`src/rtl/axis_split3.sv`:
```
// axis_split3: fans one AXI-Stream of packed {c,b,a} triples out to three
// independently drained AXI-Stream channels, with beat/packet debug counters.
module axis_split3 #(
    parameter int DATA_WIDTH = 16,
    parameter int CNT_WIDTH  = 16
) (
    input  logic                    clk,
    input  logic                    reset,

    input  logic [3*DATA_WIDTH-1:0] s_axis_data,
    input  logic                    s_axis_valid,
    input  logic                    s_axis_last,
    output logic                    s_axis_ready,

    output logic [DATA_WIDTH-1:0]   m_axis_data_a,
    output logic                    m_axis_valid_a,
    output logic                    m_axis_last_a,
    input  logic                    m_axis_ready_a,

    output logic [DATA_WIDTH-1:0]   m_axis_data_b,
    output logic                    m_axis_valid_b,
    output logic                    m_axis_last_b,
    input  logic                    m_axis_ready_b,

    output logic [DATA_WIDTH-1:0]   m_axis_data_c,
    output logic                    m_axis_valid_c,
    output logic                    m_axis_last_c,
    input  logic                    m_axis_ready_c,

    output logic [CNT_WIDTH-1:0]    beat_count,
    output logic [CNT_WIDTH-1:0]    pkt_count
);

    logic [2:0]            valid_q;
    logic [2:0]            last_q;
    logic [2:0]            ready_in;
    logic [2:0]            free;
    logic [DATA_WIDTH-1:0] data_q [3];
    logic                  acc;

    assign ready_in = {m_axis_ready_c, m_axis_ready_b, m_axis_ready_a};

    // A slot can take a new beat if empty or emptying this cycle; the input
    // waits for all three so the channels never drift more than one beat.
    assign free         = ~valid_q | ready_in;
    assign s_axis_ready = &free;
    assign acc          = s_axis_valid & s_axis_ready;

    always_ff @(posedge clk) begin
        if (reset) begin
            valid_q <= '0;
            last_q  <= '0;
            for (int i = 0; i < 3; i++) begin
                data_q[i] <= '0;
            end
        end else begin
            for (int i = 0; i < 3; i++) begin
                if (acc) begin
                    valid_q[i] <= 1'b1;
                    last_q[i]  <= s_axis_last;
                    data_q[i]  <= s_axis_data[i*DATA_WIDTH +: DATA_WIDTH];
                end else if (ready_in[i]) begin
                    valid_q[i] <= 1'b0;
                end
            end
        end
    end

    always_ff @(posedge clk) begin
        if (reset) begin
            beat_count <= '0;
            pkt_count  <= '0;
        end else if (acc) begin
            beat_count <= beat_count + 1'b1;
            if (s_axis_last) begin
                pkt_count <= pkt_count + 1'b1;
            end
        end
    end

    assign m_axis_data_a  = data_q[0];
    assign m_axis_valid_a = valid_q[0];
    assign m_axis_last_a  = last_q[0];

    assign m_axis_data_b  = data_q[1];
    assign m_axis_valid_b = valid_q[1];
    assign m_axis_last_b  = last_q[1];

    assign m_axis_data_c  = data_q[2];
    assign m_axis_valid_c = valid_q[2];
    assign m_axis_last_c  = last_q[2];

endmodule

```
`config.mk`:
```
export PLATFORM = sky130hd
export DESIGN_NAME = axis_split3
export DESIGN_NICKNAME = d
export VERILOG_FILES = /design/src/rtl/axis_split3.sv
export SDC_FILE = /design/constraint.sdc
export NUM_CORES = 1
export LEC_CHECK = 0
export ABC_AREA = 0
export CORE_MARGIN = 5
export CORE_UTILIZATION = 51
export DETAILED_ROUTE_END_ITERATION = 6
export DONT_BUFFER_PORTS = 1
export PLACE_DENSITY = 0.66
export SETUP_SLACK_MARGIN = 0.5
export SYNTH_ARGS = -nofsm -noshare
export SYNTH_HDL_FRONTEND = slang
export SYNTH_SLANG_ARGS = --single-unit
```
`constraint.sdc`:
```
create_clock -name clk -period 4.1 [get_ports clk]
set_input_delay 0.82 -clock clk [delete_from_list [all_inputs] [get_ports clk]]
set_output_delay 0.82 -clock clk [all_outputs]
set_load 0.005 [all_outputs]
```
; ---- Word level (Yosys, flattened, before mapping)
; Memories as Yosys holds them, arrays and structs flattened.
; Cells that the tools add are included.
[word_totals]
ff_bits = 36
ramBits = 48
in_bits = 55
word_cells = 34
mem_count = 1
[memory_table]
columns = name, words, width, rd, rd_clocked_by_memory_dff, wr, line_no
row1 = data_q, 3, 16, 3, 0, 3, 38  ; logic [DATA_WIDTH-1:0] data_q [3];
[classes]
n_addsub = 2
muxes = 14
bitwise = 6
n_reduce_logical = 5
[op_table]
columns = op, count
row1 = 16-bit 2-to-1 mux, 3
row2 = "16-bit by 1-bit adder with 16-bit output, second input constant", 2
row3 = 1-bit 2-to-1 mux, 11
row4 = 2-bit nonzero test, 3
row5 = 3-bit NOT, 1
row6 = 1-bit bitwise OR, 3
row7 = 3-bit bitwise OR, 1
row8 = 3-bit AND reduction, 1
row9 = 2-bit AND reduction, 1
row10 = 1-bit bitwise AND, 1

; ---- Logic depth before layout (Yosys ltp)
; Gate-level depths: netlist of the first run.
[depth]
depth_word = 8
depth_mapped = 7

; ---- Worst setup path before layout of the first run
; No wires, ideal clock.
[synth_timing]
path_kind = input-to-reg
startpoint = in m_axis_ready_b
endpoint = mem data_q[0][0] (enable)
arrival_ps = 2521
path_slack_ps = 991
stages = 5
n_path_buf = 2
path_cell_list = nand2b_1 nand4_1 clkbuf_1 clkbuf_1 nand2b_1
[synth_lines]
columns = item, line_no
row1 = start: declaration, 23  ; input logic m_axis_ready_b,
row2 = end: declaration, 38

; ---- Final worst setup path of the first run
[layout_timing]
startpoint = in m_axis_ready_a
endpoint = out s_axis_ready
[layout_between]
elab_chain_cells = 2
[layout_lines]
columns = item, line_no
row1 = start: declaration, 18  ; input logic m_axis_ready_a,
row2 = 3-bit bitwise OR, 45  ; assign free = ~valid_q | ready_in;
row3 = 3-bit AND reduction, 46  ; assign s_axis_ready = &free;
row4 = end: declaration, 13  ; output logic s_axis_ready,
; Every way passes these cells.

==> results.yml, run 1 <==
floorplanning:
  dieArea_um2: 8660
  rows: 30
  die_height_um: 93.1
  coreArea_um2: 6760
  ios: 142
  initial_core_util: 0.521
  die_w_um: 93.1
worst_setup_path:
  cp.arrival_ns: 1.29
  worstReg2RegStart: "pkt_count[6]$_SDFFE_PP0P_"
  crit_path_max_incr_delay_ns: 0.32
  critPathTopFamily: "simple AND/OR/NAND/NOR gates"
  cp_max_fo: 5
  crit_chain: "nand2b_1 -> and3_1"
  critPathLaunchType: "input pin"
  crit_path_start: "m_axis_ready_a"
  cp.buffers_inverters: 0
  r2r_slack_ns: 2.21
  slowest_stage: "and3_1"
  crit_path_end_kind: "output port"
  critical_path_required_ns: 3.28
  critPathKind: "in -> out"
timing:
  finalCritPeriodShare: 0.516
  tightest_slew_ns: 0.554
  tns_ns: 0
  max_freq_ghz: 0.473
  final.min_clock_period_ns: 2.11
  slew_headroom: 0.631
  hold_violations: 0
  setup_viol: 0
  drv_slew: 0
  rsz0062_at_grt: "no"
  clock_skew_ns: 0.00886
logic_synthesis:
  ys_top_cells_by_area: "edfxtp_1, dfxtp_1, and2_1, a21oi_1, o31ai_1"
  seq_area_frac_synth: 0.615
  synth.avg_cell_area_um2: 11.3
  netlist_area_um2: 3520
  syn_nets: 368
  ys_warn_count: 0
  synth_seq_cells: 84
  netlist_instances: 311
  yosys.area.top_type_share: 0.410
  ys_types: 33
  synth_top_area_cell: "edfxtp_1"
route:
  ant_nets: 0
  drc_errors: 0
  vias_per_cell: 6.07
  dr.pass1.iters: 4
  routed_wl_um: 7220
  routedWlPerCell_um: 18.6
  dr_total_vias: 2362
  drt_iter0_markers: 54
power_and_ir_drop:
  p_leak_nw: 1.22
  p_clk_frac: 0.332
  p_per_area_nw_per_um2: 421
  p_seq_frac: 0.624
  ir_drop_mv: 0.191
  power.total_w: 0.00157
  power_switching_w: 0.000380
  p_int_w: 0.00119
  power_frac_comb: 0.044
  switching_share: 0.242
final_layout:
  nNetsFinal: 361
  area_growth_syn_to_layout_pct: 6.01
  drive_gt1_frac: 0.0841
  fin_util: 0.552
  antenna_cells: 0
run_status:
  outcome: "finished, final reports clean"
clocking:
  h-tree-depth: 3
  cts_buffers: 9
  hold_buffers: 0
  clk_pin_slew_ns: 0.09
  clk_path_buf_depth: 2
  clock_latency_ns: 0.34
  cts_tree: "yes"
  cts.sinks: 84
  postCtsSetupBuffers: 0
  cts_resized: 0
  root_buffer: "clkbuf_8"
global_routing:
  grt_overflow: 0
  track_usage: 0.165
  grt_max_degree: 49
  first_global_vias: 2153
  grt_first_pass_wirelength_um: 11200
  antenna_found_initial: 0
job:
  drv_cap: 0
place:
  place_congestion: 0.735
  io_buffers: 0
  post-dp-hpwl_um: 4940
min_path:
  min_from: "pkt_count[15]$_SDFFE_PP0P_"
  hp-class: "reg -> reg"
## cell type report
| type | instances | area, um^2 |
|---|---|---|
| Fill cell | 587 | 3030 |
| Sequential cell | 84 | 2160 |
| Multi-Input combinational cell | 199 | 1240 |
| Clock buffer | 9 | 124 |
| Tap cell | 80 | 100 |
| Clock inverter | 7 | 50.0 |
| Inverter | 7 | 26.3 |
| Timing Repair Buffer | 3 | 22.5 |
## power by group through the flow
stage,combinational [W],clock (W),sequential (W)
2_1_floorplan,0.0000637,0,0.000991
3_3_place_gp,0.0000682,0,0.00100
3_5_place_dp,0.0000703,0,0.00100
4_1_cts,0.0000705,0.000538,0.000983
5_1_grt,0.0000780,0.000588,0.000988
6_report,0.0000686,0.000522,0.000981
## per-layer routing
layer,GRT usage,part of all wire
met1,0.191,0.42
met2,0.271,0.48
met3,0.0748,0.091
met4,0.0586,0.010
met5,0,0
## per-stage QoR
step	std cells	worst slack (ns)	hold slack, ns	cell area, um^2
after floorplan	311	0.991	0.463	3520
after global placement	373	1.78	0.479	3560
after detailed placement	373	1.74	0.490	3560
after CTS	389	2.00	0.505	3730
after global routing	389	1.94	0.501	3730
final	389	1.99	0.508	3730
## synth_stat cells (all sizes together)
master / n
and2: 48
edfxtp: 48
dfxtp: 36
a21oi: 32
clkbuf: 16
o31ai: 16
or4: 16
nand2: 14
nand3: 12
inv: 7
nor2: 7
or3: 7
nand4: 6
o21ai: 6
buf: 5
nand4b: 5
o41ai: 5
nand2b: 4
nor3: 4
and4: 3
mux2: 3
nor2b: 3
ha: 2
nor4: 2
and3: 1
nor3b: 1
or4b: 1
xnor2: 1
## flip-flops by register name, summed over array words and instances, names as in the netlist
register / count
beat_count: 16
data_q: 48
last_q: 1
pkt_count: 16
valid_q: 3
## final timing paths
kind / to / cells after the start
min reg2reg: pkt_count[15]$_SDFFE_PP0P_ / 2
max: s_axis_ready / 2
min: pkt_count[15]$_SDFFE_PP0P_ / 2
max reg2reg: pkt_count[15]$_SDFFE_PP0P_ / 4
## cell usage in the layout, fill, tap and decap left out, types with 9 or more instances in the layout
master / n
and2_1: 48
edfxtp_1: 48
dfxtp_1: 36
a21oi_1: 32
o31ai_1: 16
or4_1: 15
nand2_1: 14
nand3_1: 12
clkbuf_8: 9
## cells by family (layout without fill, tap and decap cells)
logic type	after synthesis	count (layout)	share of synthesized area
and+or+nand+nor	134	134	0.233
DFF	84	84	0.615
AOI/OAI and AO/OA	59	59	0.101
buffers and inverters	28	26	0.0331
muxes	3	3	0.00960
adders and majority gates	2	2	0.00711
xor gates and xnor gates	1	1	0.00249
Note: power is estimated with default switching activity, not from simulation.
==> run 2, diff against run 1 <==
==> constraint.sdc (replaced) <==
create_clock -name clk -period 2.18 [get_ports clk]
set_input_delay 0.436 -clock clk [delete_from_list [all_inputs] [get_ports clk]]
set_output_delay 0.436 -clock clk [all_outputs]
set_load 0.005 [all_outputs]
==> run 2 against run 1 <==
Cell count grew 4.4%; sequential power increased by 89%; global-route usage is 0.65 points higher; first-iteration DRC count grew 74%.
==> results.yml, run 2 (same netlist as run 1, synthesis figures left out) <==
run_status:
  outcome: "finished, final reports clean"
timing:
  rsz0062_at_grt: "yes"
  drv_slew: 0
  max_freq_ghz: 0.591
  hold_violations: 0
  setup_viol: 0
  final.min_clock_period_ns: 1.69
  tightest_slew_ns: 0.341
  slew_headroom: 0.772
  tns_ns: 0
  whs_ns: 0.146
  finalCritPeriodShare: 0.776
  setup_slack_ns: 0.488
  clock_skew_ns: 0.0112
clocking:
  cts_tree: "yes"
  clock_latency_ns: 0.34
  clk_pin_slew_ns: 0.08
  cts_buffers: 9
  clk_path_buf_depth: 2
  h-tree-depth: 3
  cts.sinks: 84
  root_buffer: "clkbuf_8"
  hold_buffers: 0
power_and_ir_drop:
  p_per_area_nw_per_um2: 744
  ir_drop_mv: 0.444
  p_leak_nw: 1.38
place:
  dp_slack_ns: 0.368
  io_buffers: 0
  dp_cells: 376
  post-dp-hpwl_um: 5160
  place_congestion: 0.803
  postPlaceCellArea_um2: 3650
floorplanning:
  die_w_um: 93.1
  dieArea_um2: 8660
  die_height_um: 93.1
  rows: 30
  coreArea_um2: 6760
  initial_core_util: 0.521
  ios: 142
final_layout:
  fillCellCount: 568
  sequential_cell_area_um2: 2200
  registers.top_by_ff_count: "data_q"
  reg_top3: "data_q x48, beat_count x16, pkt_count x16"
  largest_reg_flops: 48
  final_cells: 406
  layout_common_cells: "and2_1, edfxtp_1, a21oi_1, dfxtp_1, o31ai_1"
  antenna_cells: 0
  multi_input_area_um2: 1360
  nNetsFinal: 378
  finalInstanceArea_um2: 4070
  drive_gt1_frac: 0.230
  area_growth_syn_to_layout_pct: 15.8
route:
  vias_per_cell: 6.08
  dr_total_vias: 2469
  routedWlPerCell_um: 19.2
  wl_met3_um: 780
  dr.pass1.iters: 4
  ant_nets: 0
  wl_met1_um: 3180
  drc_errors: 0
  drt_iter0_markers: 94
  highest_layer: "met4"
  routed_wl_um: 7810
  dr_wl_met2_um: 3790
global_routing:
  grt_max_degree: 49
  grt_first_pass_wirelength_um: 11700
  grt_overflow: 0
  first_global_vias: 2242
  track_usage: 0.172
  antenna_found_initial: 0
min_path:
  hp-class: "in -> reg"
  hold_depth: 1
worst_setup_path:
  critical_path_required_ns: 2.42
  r2r_slack_ns: 0.49
  critPathKind: "reg -> reg"
  reg2regPathDepth: 6
  critPathLaunchType: "register"
  cp_max_fo: 6
  cp.arrival_ns: 1.93
  crit_path_end_kind: "register"
job:
  drv_cap: 0
[run 2: cell count changes in the layout (fill, tap and decap cells not counted), moves of 4 or more]
cell / change
a21oi_1: -4
dfxtp_2: +10
buf_4: +9
dfxtp_4: +6
a21oi_2: +4
nand2b_4: +4
dfxtp_1: -16
[run 2: where the power goes]
group | switching [W] | leakage (nW) | internal, W
registers | 0.0000656 | 0.819 | 0.00178
logic | 0.000109 | 0.472 | 0.0000922
clock network | 0.000535 | 0.0855 | 0.000447
[run 2: layout make-up]
cell class                      count  area share
Multi-Input combinational cell    200       0.334
Inverter                            7     0.00645
Clock buffer                       11      0.0347
Timing Repair Buffer               19      0.0519
Clock inverter                      5     0.00921
Sequential cell                    84       0.539
Tap cell                           80      0.0246
[run 2: what timing repair did]
action                     CTS  global route
cloned                       0             2
setup endpoints to repair   10            89
resized for setup           10            34
pin swaps                    1            14
setup buffers                3             9
[run 2: metrics by stage]
step	total power [W]	utilization
4_1_cts	0.00303	0.574
6_report	0.00303	0.603
5_1_grt	0.00318	0.603
3_5_place_dp	0.00205	0.540
2_1_floorplan	0.00200	-
3_3_place_gp	0.00204	0.540
[run 2: final timing paths]
kind / startpoint / end
setup reg to reg: valid_q[1]$_SDFFE_PP0P_ / beat_count[15]$_SDFFE_PP0P_
hold reg to reg: beat_count[6]$_SDFFE_PP0P_ / beat_count[6]$_SDFFE_PP0P_
hold / removal: reset / beat_count[4]$_SDFFE_PP0P_
setup / recovery: valid_q[1]$_SDFFE_PP0P_ / beat_count[15]$_SDFFE_PP0P_
[run 2: critical path, cell delays in order (launching register included)]
cell and delay, ns:
dfxtp_4 0.36, nand2b_4 0.07, nand4_1 0.21, buf_12 0.22
buf_8 0.12, nor4_4 0.29, mux2_4 0.32
[run 2: per-layer routing]
layer  vias to the layer above  track usage
li1                       1177            -
met1                      1178        0.204
met2                       107        0.272
met3                         7       0.0845
met4                         0       0.0586
met5                         -            0
